<file path="src/rtl/mem_port_arbiter.sv">
// mem_port_arbiter
// Shares the single read/write port of the unified program/data RAM between
// instruction fetch (IF) and the memory-access stage (D) with a req/ack
// handshake. D has priority; a saturating starvation counter forces an IF grant
// after MAX_DATA_BURST consecutive D grants taken while IF was waiting.
// The granted port drives the RAM combinationally in its grant cycle, and
// registered copies hold the RAM inputs stable for the rest of the access.
// A store commits in its grant cycle, so its ack arrives the following cycle
// with the arbiter already back in IDLE. A load or fetch acks RD_LAT+1 cycles
// after its grant.

module mem_port_arbiter #(
  parameter int unsigned RD_LAT         = 1,
  parameter int unsigned MAX_DATA_BURST = 4
) (
  input  logic        clk,
  input  logic        reset_n,
  input  logic        if_req,
  input  logic [31:0] if_addr,
  output logic        if_ack,
  output logic [31:0] if_rdata,
  input  logic        d_req,
  input  logic        d_we,
  input  logic [31:0] d_addr,
  input  logic [31:0] d_wdata,
  input  logic [3:0]  d_byteen,
  output logic        d_ack,
  output logic [31:0] d_rdata,
  output logic [29:0] ram_addr,
  output logic [31:0] ram_wdata,
  output logic [3:0]  ram_byteen,
  output logic        ram_wren,
  input  logic [31:0] ram_q,
  output logic        busy,
  output logic        gnt_d
);

  localparam int unsigned LAT_W = (RD_LAT > 1) ? $clog2(RD_LAT) : 1;
  localparam int unsigned STV_W = (MAX_DATA_BURST > 0) ? $clog2(MAX_DATA_BURST + 1) : 1;
  localparam logic [LAT_W-1:0] LAT_INIT = LAT_W'(RD_LAT - 1);
  localparam logic [STV_W-1:0] STV_MAX  = STV_W'(MAX_DATA_BURST);

  typedef enum logic [1:0] {
    ST_IDLE  = 2'd0,
    ST_READ  = 2'd1,
    ST_WRITE = 2'd2
  } state_e;

  state_e             state_q, state_d;
  logic [LAT_W-1:0]   lat_q, lat_d;
  logic [STV_W-1:0]   starve_q, starve_d;
  logic               if_ack_q, if_ack_d;
  logic               d_ack_q, d_ack_d;
  logic [31:0]        if_rdata_q, if_rdata_d;
  logic [31:0]        d_rdata_q, d_rdata_d;
  logic [29:0]        addr_q, addr_d;
  logic [31:0]        wdata_q, wdata_d;
  logic [3:0]         byteen_q, byteen_d;
  logic               gnt_d_q, gnt_d_d;

  logic               d_elig;
  logic               if_elig;
  logic               grant_d;
  logic               grant_if;

  // Byte-offset address bits are dropped; word addressing only.
  logic               unused_addr_bits;
  assign unused_addr_bits = ^{if_addr[1:0], d_addr[1:0]};

  // Eligibility and grant decision; a request seen during its own ack is a leftover.
  always_comb begin
    d_elig   = d_req & ~d_ack_q;
    if_elig  = if_req & ~if_ack_q;
    grant_d  = 1'b0;
    grant_if = 1'b0;
    if (state_q == ST_IDLE) begin
      if (d_elig && ((starve_q < STV_MAX) || !if_elig)) begin
        grant_d = 1'b1;
      end else if (if_elig) begin
        grant_if = 1'b1;
      end else begin
        grant_d  = 1'b0;
        grant_if = 1'b0;
      end
    end else begin
      grant_d  = 1'b0;
      grant_if = 1'b0;
    end
  end

  // RAM port steering: granted port drives directly in its grant cycle, copies hold otherwise.
  always_comb begin
    ram_addr   = addr_q;
    ram_wdata  = wdata_q;
    ram_byteen = byteen_q;
    ram_wren   = 1'b0;
    if (grant_d) begin
      ram_addr  = d_addr[31:2];
      ram_wdata = d_wdata;
      if (d_we) begin
        ram_byteen = d_byteen;
        ram_wren   = 1'b1;
      end else begin
        ram_byteen = 4'b1111;
        ram_wren   = 1'b0;
      end
    end else if (grant_if) begin
      ram_addr   = if_addr[31:2];
      ram_byteen = 4'b1111;
      ram_wren   = 1'b0;
    end else begin
      ram_wren = 1'b0;
    end
  end

  // Next-state, starvation counter, latency countdown, read capture and ack pulses.
  always_comb begin
    state_d    = state_q;
    lat_d      = lat_q;
    starve_d   = starve_q;
    if_ack_d   = 1'b0;
    d_ack_d    = 1'b0;
    if_rdata_d = if_rdata_q;
    d_rdata_d  = d_rdata_q;
    gnt_d_d    = gnt_d_q;
    addr_d     = ram_addr;
    wdata_d    = ram_wdata;
    byteen_d   = ram_byteen;
    case (state_q)
      ST_IDLE: begin
        if (grant_d) begin
          gnt_d_d = 1'b1;
          if (if_elig) begin
            if (starve_q != STV_MAX) begin
              starve_d = starve_q + STV_W'(1);
            end else begin
              starve_d = starve_q;
            end
          end else begin
            starve_d = '0;
          end
          if (d_we) begin
            // Store is written this cycle; ack next cycle while back in IDLE.
            d_ack_d = 1'b1;
            state_d = ST_IDLE;
          end else begin
            lat_d   = LAT_INIT;
            state_d = ST_READ;
          end
        end else if (grant_if) begin
          gnt_d_d  = 1'b0;
          starve_d = '0;
          lat_d    = LAT_INIT;
          state_d  = ST_READ;
        end else begin
          state_d = ST_IDLE;
        end
      end
      ST_READ: begin
        if (lat_q != LAT_W'(0)) begin
          lat_d = lat_q - LAT_W'(1);
        end else begin
          if (gnt_d_q) begin
            d_rdata_d = ram_q;
            d_ack_d   = 1'b1;
          end else begin
            if_rdata_d = ram_q;
            if_ack_d   = 1'b1;
          end
          state_d = ST_IDLE;
        end
      end
      ST_WRITE: begin
        // Stores complete in their grant cycle; this state only recovers to IDLE.
        state_d = ST_IDLE;
      end
      default: begin
        state_d = ST_IDLE;
      end
    endcase
  end

  // State and datapath registers with asynchronous active-low reset.
  always_ff @(posedge clk or negedge reset_n) begin
    if (!reset_n) begin
      state_q    <= ST_IDLE;
      lat_q      <= '0;
      starve_q   <= '0;
      if_ack_q   <= 1'b0;
      d_ack_q    <= 1'b0;
      if_rdata_q <= 32'h0000_0000;
      d_rdata_q  <= 32'h0000_0000;
      addr_q     <= 30'h0000_0000;
      wdata_q    <= 32'h0000_0000;
      byteen_q   <= 4'b1111;
      gnt_d_q    <= 1'b0;
    end else begin
      state_q    <= state_d;
      lat_q      <= lat_d;
      starve_q   <= starve_d;
      if_ack_q   <= if_ack_d;
      d_ack_q    <= d_ack_d;
      if_rdata_q <= if_rdata_d;
      d_rdata_q  <= d_rdata_d;
      addr_q     <= addr_d;
      wdata_q    <= wdata_d;
      byteen_q   <= byteen_d;
      gnt_d_q    <= gnt_d_d;
    end
  end

  assign if_ack   = if_ack_q;
  assign d_ack    = d_ack_q;
  assign if_rdata = if_rdata_q;
  assign d_rdata  = d_rdata_q;
  assign busy     = (state_q != ST_IDLE);
  assign gnt_d    = gnt_d_q;

endmodule

</file>
<file path="config.mk">
export PLATFORM = sky130hd
export DESIGN_NAME = mem_port_arbiter
export DESIGN_NICKNAME = d
export VERILOG_FILES = /design/src/rtl/mem_port_arbiter.sv
export SDC_FILE = /design/constraint.sdc
export NUM_CORES = 1
export LEC_CHECK = 0
export ABC_AREA = 0
export CORE_MARGIN = 1
export CORE_UTILIZATION = 41
export CTS_BUF_LIST = sky130_fd_sc_hd__clkbuf_16
export DETAILED_ROUTE_END_ITERATION = 12
export PLACE_DENSITY_LB_ADDON = 0.12
export RECOVER_POWER = 100
export SYNTH_ARGS = -nofsm -noshare
export SYNTH_HDL_FRONTEND = slang
export SYNTH_SLANG_ARGS = --single-unit
</file>
<file path="constraint.sdc">
create_clock -name clk -period 2.5 [get_ports clk]
set_input_delay 0.5 -clock clk [delete_from_list [all_inputs] [get_ports clk]]
set_output_delay 0.5 -clock clk [all_outputs]
set_load 0.1 [all_outputs]
</file>
==> summary.md <==
| Metric | Value |
|---|---|
| Vias | `5484` |
| Worst hold path type | `input port to async pin` |
| Routed len/inst | `about 25 um` |
| PortBufs | `267` |
| Synthesized area | `5577 um2` |
| Post-Route WL | `around 24 mm` |
| TNS Setup | `-10510 ps` |
| Syn_nets | `560` |
| Horiz. Die Dim | `around 120 um` |
| Yosys reg bits | `between 100 and 150` |
| Failing checks | `negative setup slack` |
| Fin. max-slew vios | `0` |
| Core Footprint | `roughly 13000 um2` |
| Kind of critical path | `flop to primary output` |
| Number of synthesized flops with an enable pin | `0` |
| Post-DRT Antenna Nets | `0` |
| Final Hold Slack | `~430 ps` |
| Status | `finished with violations` |
| Tcrit/Tclk final | `1.092` |
| Total GRT Usage | `0.3160` |
| Final setup vio count | `86` |
| Mapped Cells | `between 400 and 500` |
| CTS sink count | `137` |
| DR iter-0 viols | `between 300 and 400` |
| Die Area | `about 14000 um2` |
| Finished Cell Area | `between 10000 and 15000 um2` |
| Congestion Overflow GR | `0` |
| Worst reg2reg setup slack | `-20 ps` |
| Prevailing post-synth register cell | `dfrtp_1` |
| Synth area leaders | `dfrtp_1 60%, mux2_2 14%, mux2_1 5.7%` |
| Cell variety after synth | `30` |
| Placed inst area | `9874 um2` |
| Worst-Skew Late Latency | `roughly 430 ps` |
| First-pass GRT wire length | `about 33 mm` |
| Max Cap Viol | `0` |
| Crit path cell chain | `nor3b_4 > buf_6 > buf_6 > buf_6 > nor3_4 > o31ai_4 > buf_12` |
| Startpoint Class | `flop` |
| IO Count | `roughly 270` |
| Post-layout util | `0.8690` |
| Seq/Total Area, Yosys | `0.6157` |
| FF-to-FF End | `if_rdata[11]$_DFFE_PN0P_` |
| RR Startpoint | `state_q[0]$_DFF_PN0_` |
| Critical Path AT | `2230 ps` |
| Post-synth top area share | `0.5968` |
| Commonest non-fill, non-tap cell in the layout | `buf_4` |
| Post-layout minimum cycle time | `about 2700 ps` |
| Most frequent cells in the layout | `134 x buf_4, 129 x dfrtp_1, 129 x clkdlybuf4s50_1` |
| CTS root buf | `clkbuf_16` |
| Die Y | `about 120 um` |
| Placed wire-length estimate | `between 10 and 15 mm` |
| Worst Tran Pin Value | `~1500 ps` |
| Residual DRC count | `0` |
| Area leader, netlist | `dfrtp_1` |
| H-tree Lvls | `4` |
| FMAX | `0.3663 GHz` |
| Vias per cell | `between 5 and 6` |
| CTS max path bufs | `2` |
| R2R depth | `5` |
| Initial Util | `0.4211` |
| Worst slew margin | `0.01514` |
| Crit path max fanout | `5` |
| Synthesis Warnings | `0` |
| Clk_skew | `approximately 7.5 ps` |
| Share of cells above drive strength 1 | `0.5750` |
| RSZ-0062 raised after global routing | `yes` |
| Share of flip-flops with an asynchronous set or reset | `1.000` |
| Crit path capture type | `primary output` |
| Fin worst setup slack | `-230.0 ps` |
| CTS clk-pin slew, worst paths | `roughly 60 ps` |
| Critical Path Most Common Cell | `buf_6` |
| Cell Rows | `42` |
| Vias in the first global route | `slightly below 6000` |
| Initial antenna violation count | `1` |
| CTS Buf Count | `17` |
| CTS tree | `yes` |
| Critical-path top delay cell | `dfrtp_4` |
| TritonRoute pass-1 iters | `7` |
| Fin nets | `927` |
| Mean Syn Cell Area | `roughly 13 um2` |
| Worst EP required | `roughly 2000 ps` |
| P&R area growth vs syn | `106.3%` |
| Crit path largest cell delay | `~510 ps` |
| Fin. Hold Viols | `0` |
| Largest net degree at the start of global routing | `58` |
| GPL Wtd Cong | `~0.8` |
==> worst max-delay path: cells and delay by family, from the launching register on <==
family	cells	cell delay, ps
compound gates	1	300
buf+inv	4	660
flops	1	510
simple gates	2	310
==> sequential cells by signal (all words and copies together), names as in the netlist <==
name      cells
byteen_q      4
if_ack        1
if_rdata     32
gnt_d         1
addr_q       30
d_rdata      32
wdata_q      32
d_ack         1
starve_q      3
state_q       1
==> metrics by stage <==
| stage | worst slack (ps) | cells |
|---|---|---|
| finish | -230.0 | 977 |
| CTS | -140.8 | 967 |
| detailed placement | -319.8 | 891 |
| global placement | -232.4 | 891 |
| floorplan | -273.8 | 421 |
| global route | -277.2 | 977 |
==> cell type report <==
type / count / area, um2
Fill cell: 551 / 1735
Clock inverter: 14 / 203.9
Tap cell: 176 / 220.2
Timing Repair Buffer: 379 / 4368
Antenna cell: 1 / 2.502
Multi-Input combinational cell: 247 / 2819
Clock buffer: 17 / 425.4
Sequential cell: 137 / 3446
Inverter: 6 / 22.52
==> synthesized netlist by cell type (4+ instances only) <==
library cell and n:
buf_2 12, nor2_1 30, mux2_2 69, dfrtp_1 133
dfstp_2 4, nand3_1 30, inv_1 6, clkbuf_1 16
a31oi_1 4, nor3_1 30, o31ai_1 30, a211oi_1 4
mux2_1 28
==> worst max-delay path by stage <==
stage,startpoint,to,slack [ps],cells past startpoint
finish,d_ack$_DFF_PN0_,ram_addr[11],-230,7
CTS,d_ack$_DFF_PN0_,ram_addr[29],-140,7
floorplan,state_q[0]$_DFF_PN0_,ram_addr[0],-270,5
global placement,if_req,ram_addr[0],-230,6
global route,state_q[0]$_DFF_PN0_,ram_addr[6],-280,6
detailed placement,if_req,ram_addr[13],-320,6
==> logic make-up (layout without fill, tap and decap cells) <==
family,after synthesis,after routing,share of synthesized area
compound gates,42,42,0.05587
fa+ha+maj,2,2,0.004487
buf+inv,37,416,0.03164
flops,137,137,0.6157
mux,97,97,0.1959
other cells,0,1,0
simple gates,106,106,0.09648
==> repair_timing <==
item / 4_1_cts / 5_1_grt
hold buffers: 0 / 0
resized for setup: 89 / 26
pin swaps: 36 / 14
endpoints found under the setup margin: 67 / 66
setup buffers: 43 / 10
cloned: 5 / 1
==> layer usage <==
layer / wire, um / global-route usage / share of wire
met1: 8637 / 0.3461 / 0.35
met2: 12310 / 0.5461 / 0.51
met3: 1944 / 0.1105 / 0.080
met4: 1474 / 0.1479 / 0.061
met5: 0 / 0 / 0
Power is left out: the tool's default activity adds up to more than one toggle a clock period on the data nets, which glitch-free logic cannot reach.
==> patch, RTL diff (same flow settings) <==
Reset style: synchronous (`reset_n`), changed in one clocked block. Comments in the files are not updated.
--- a/src/rtl/mem_port_arbiter.sv
+++ b/src/rtl/mem_port_arbiter.sv
@@ -181,7 +181,7 @@
   end
 
   // State and datapath registers with asynchronous active-low reset.
-  always_ff @(posedge clk or negedge reset_n) begin
+  always_ff @(posedge clk) begin
     if (!reset_n) begin
       state_q    <= ST_IDLE;
       lat_q      <= '0;
Behaviour: differs if reset_n is asserted again (counterexample within 4 cycles, from zero or initial values and one cycle with reset_n low); with reset_n held inactive, the same outputs for 4 cycles.
==> patch against the unedited design <==
- routed wire length decreased by 5.9%
- largest cell class unchanged
- worst setup slack improved by 0.19 ns
- cell area decreased by 0.26%
- the flow still finishes with violations (negative setup slack)
- register-to-register slack improved by 0.65 ns
- via count increased by 28%
- sequential cell count unchanged
- synthesized area increased by 10%
- critical path type unchanged
==> patch: results <==
outcome:
  outcome: "finished, violations left"
  failed_checks: "negative setup slack"
routing:
  routed_wl_um: 22900
  drt_iter0_markers: 468
  wire_per_inst_um: 18.1
  first_pass_iters: 5
  num_vias: 6997
final_layout:
  diodes: 0
  layout-drive-gt1-share_pct: 32.2
  final-seq-area_um2: 2750
  fillers: 957
place:
  dp_hpwl_um: 14000
  placed_cells: 1212
  gp_congestion: 0.806
  post_dp_cell_area_um2: 10400
  pre_cts_slack_ns: -0.297
logic_synthesis:
  synth_warnings: 0
  async_flop_share_pct: 0
  ys.flop_type: "dfxtp_1"
  yosys-top-cells-area: "dfxtp_1 (45%), nand2_1 (12%), a21oi_1 (8.1%)"
  synthDistinctLibCells: 34
  avgSynthCellArea_um2: 8.01
  syn-num-nets: 907
  ys_seq_area_share_pct: 44.6
  synth_top_cells_by_count: "nand2_1 (194), dfxtp_1 (137), a21oi_1 (100)"
worst_setup_path:
  cp_max_fo: 13
  r2r-start: "if_ack$_SDFF_PP0_"
  max_stage_delay_ns: 0.38
  r2r-end: "gnt_d$_SDFFE_PN0P_"
  crit_family: "buffers and inverters"
  r2r_slack_ns: 0.63
  slowest_stage: "and3b_2"
  cp-end-kind: "output port"
  reg2reg_depth: 8
  worstPathArrival_ns: 2.04
grt:
  grt_pass1_vias: 6729
  grt_max_degree: 103
  grt_pass1_wl_um: 35100
  antenna_found_initial: 0
  track_usage_pct: 28.3
min_path:
  hold_class: "register to register"
  worstHoldEndpoint: "d_rdata[0]$_SDFFE_PN0P_"
  holdPathStages: 2
  hold_start: "d_rdata[0]$_SDFFE_PN0P_"
timing:
  fin_skew_ns: 0.0152
  tightest_slew_ns: 1.21
  finalSetupTns_ns: -0.531
  setup_viol: 32
  finalWorstSetupSlack_ns: -0.0351
  hold_ws_ns: 0.454
clock_network:
  cts_made_buffers: 17
  clock-root-buffer: "clkbuf_16"
  path_clk_slew_ns: 0.06
  clockBufferDepth: 2
  insertion_delay_ns: 0.42
power:
  peakVddDrop_v: 0.000521
  power_leakage_uw: 0.00435
  intPower_uw: 5190
==> patch: kinds of logic after synthesis <==
kind of cell | count (synthesis) | synth area share [%]
compound gates | 236 | 23.7
fa+ha+maj | 2 | 0.407
buf+inv | 81 | 6.04
flops | 137 | 44.6
simple gates | 312 | 25.3
==> patch: how the worst max path moves through the flow <==
stage | start | endpoint | slack, ns | cells after the start
after floorplan | if_ack$_SDFF_PP0_ | ram_wdata[0] | 0.05 | 4
after global placement | d_req | ram_wdata[23] | -0.26 | 6
after detailed placement | d_req | ram_wdata[18] | -0.30 | 6
after CTS | state_q[0]$_SDFF_PN0_ | ram_byteen[1] | -0.01 | 8
after global routing | if_ack$_SDFF_PP0_ | ram_wdata[21] | -0.13 | 6
final | if_ack$_SDFF_PP0_ | ram_addr[14] | -0.04 | 7
==> patch: cell type report <==
| class | count | area share [%] |
|---|---|---|
| timing repair buffer | 360 | 35.1 |
| multi-input combinational | 550 | 33.4 |
| sequential | 137 | 24.0 |
| clock buffer | 17 | 3.71 |
| tap | 184 | 2.01 |
| clock inverter | 15 | 1.64 |
| inverter | 3 | 0.0981 |
==> patch: routing by layer <==
layer / global-route usage, % / vias up / wire (um)
met4: 9.00 / 0 / 479
met2: 47.8 / 269 / 11400
li1: - / 3329 / -
met5: 0 / - / 0
met3: 9.11 / 35 / 1630
met1: 33.9 / 3364 / 9380
==> patch: power groups by stage <==
stage	combinational [uW]	sequential [uW]	clock [uW]
after floorplan	1780	2720	0
after global placement	3250	2420	0
after detailed placement	3260	2430	0
after CTS	3370	2380	2670
after global routing	3550	2400	2760
final	3440	2390	2630
==> patch: repair_timing <==
item	4_1_cts	5_1_grt
buffers inserted	4	8
setup endpoints to repair	67	67
pin swaps	4	36
endpoints found under the hold margin	0	0
cloned	5	5
resized for setup	65	53
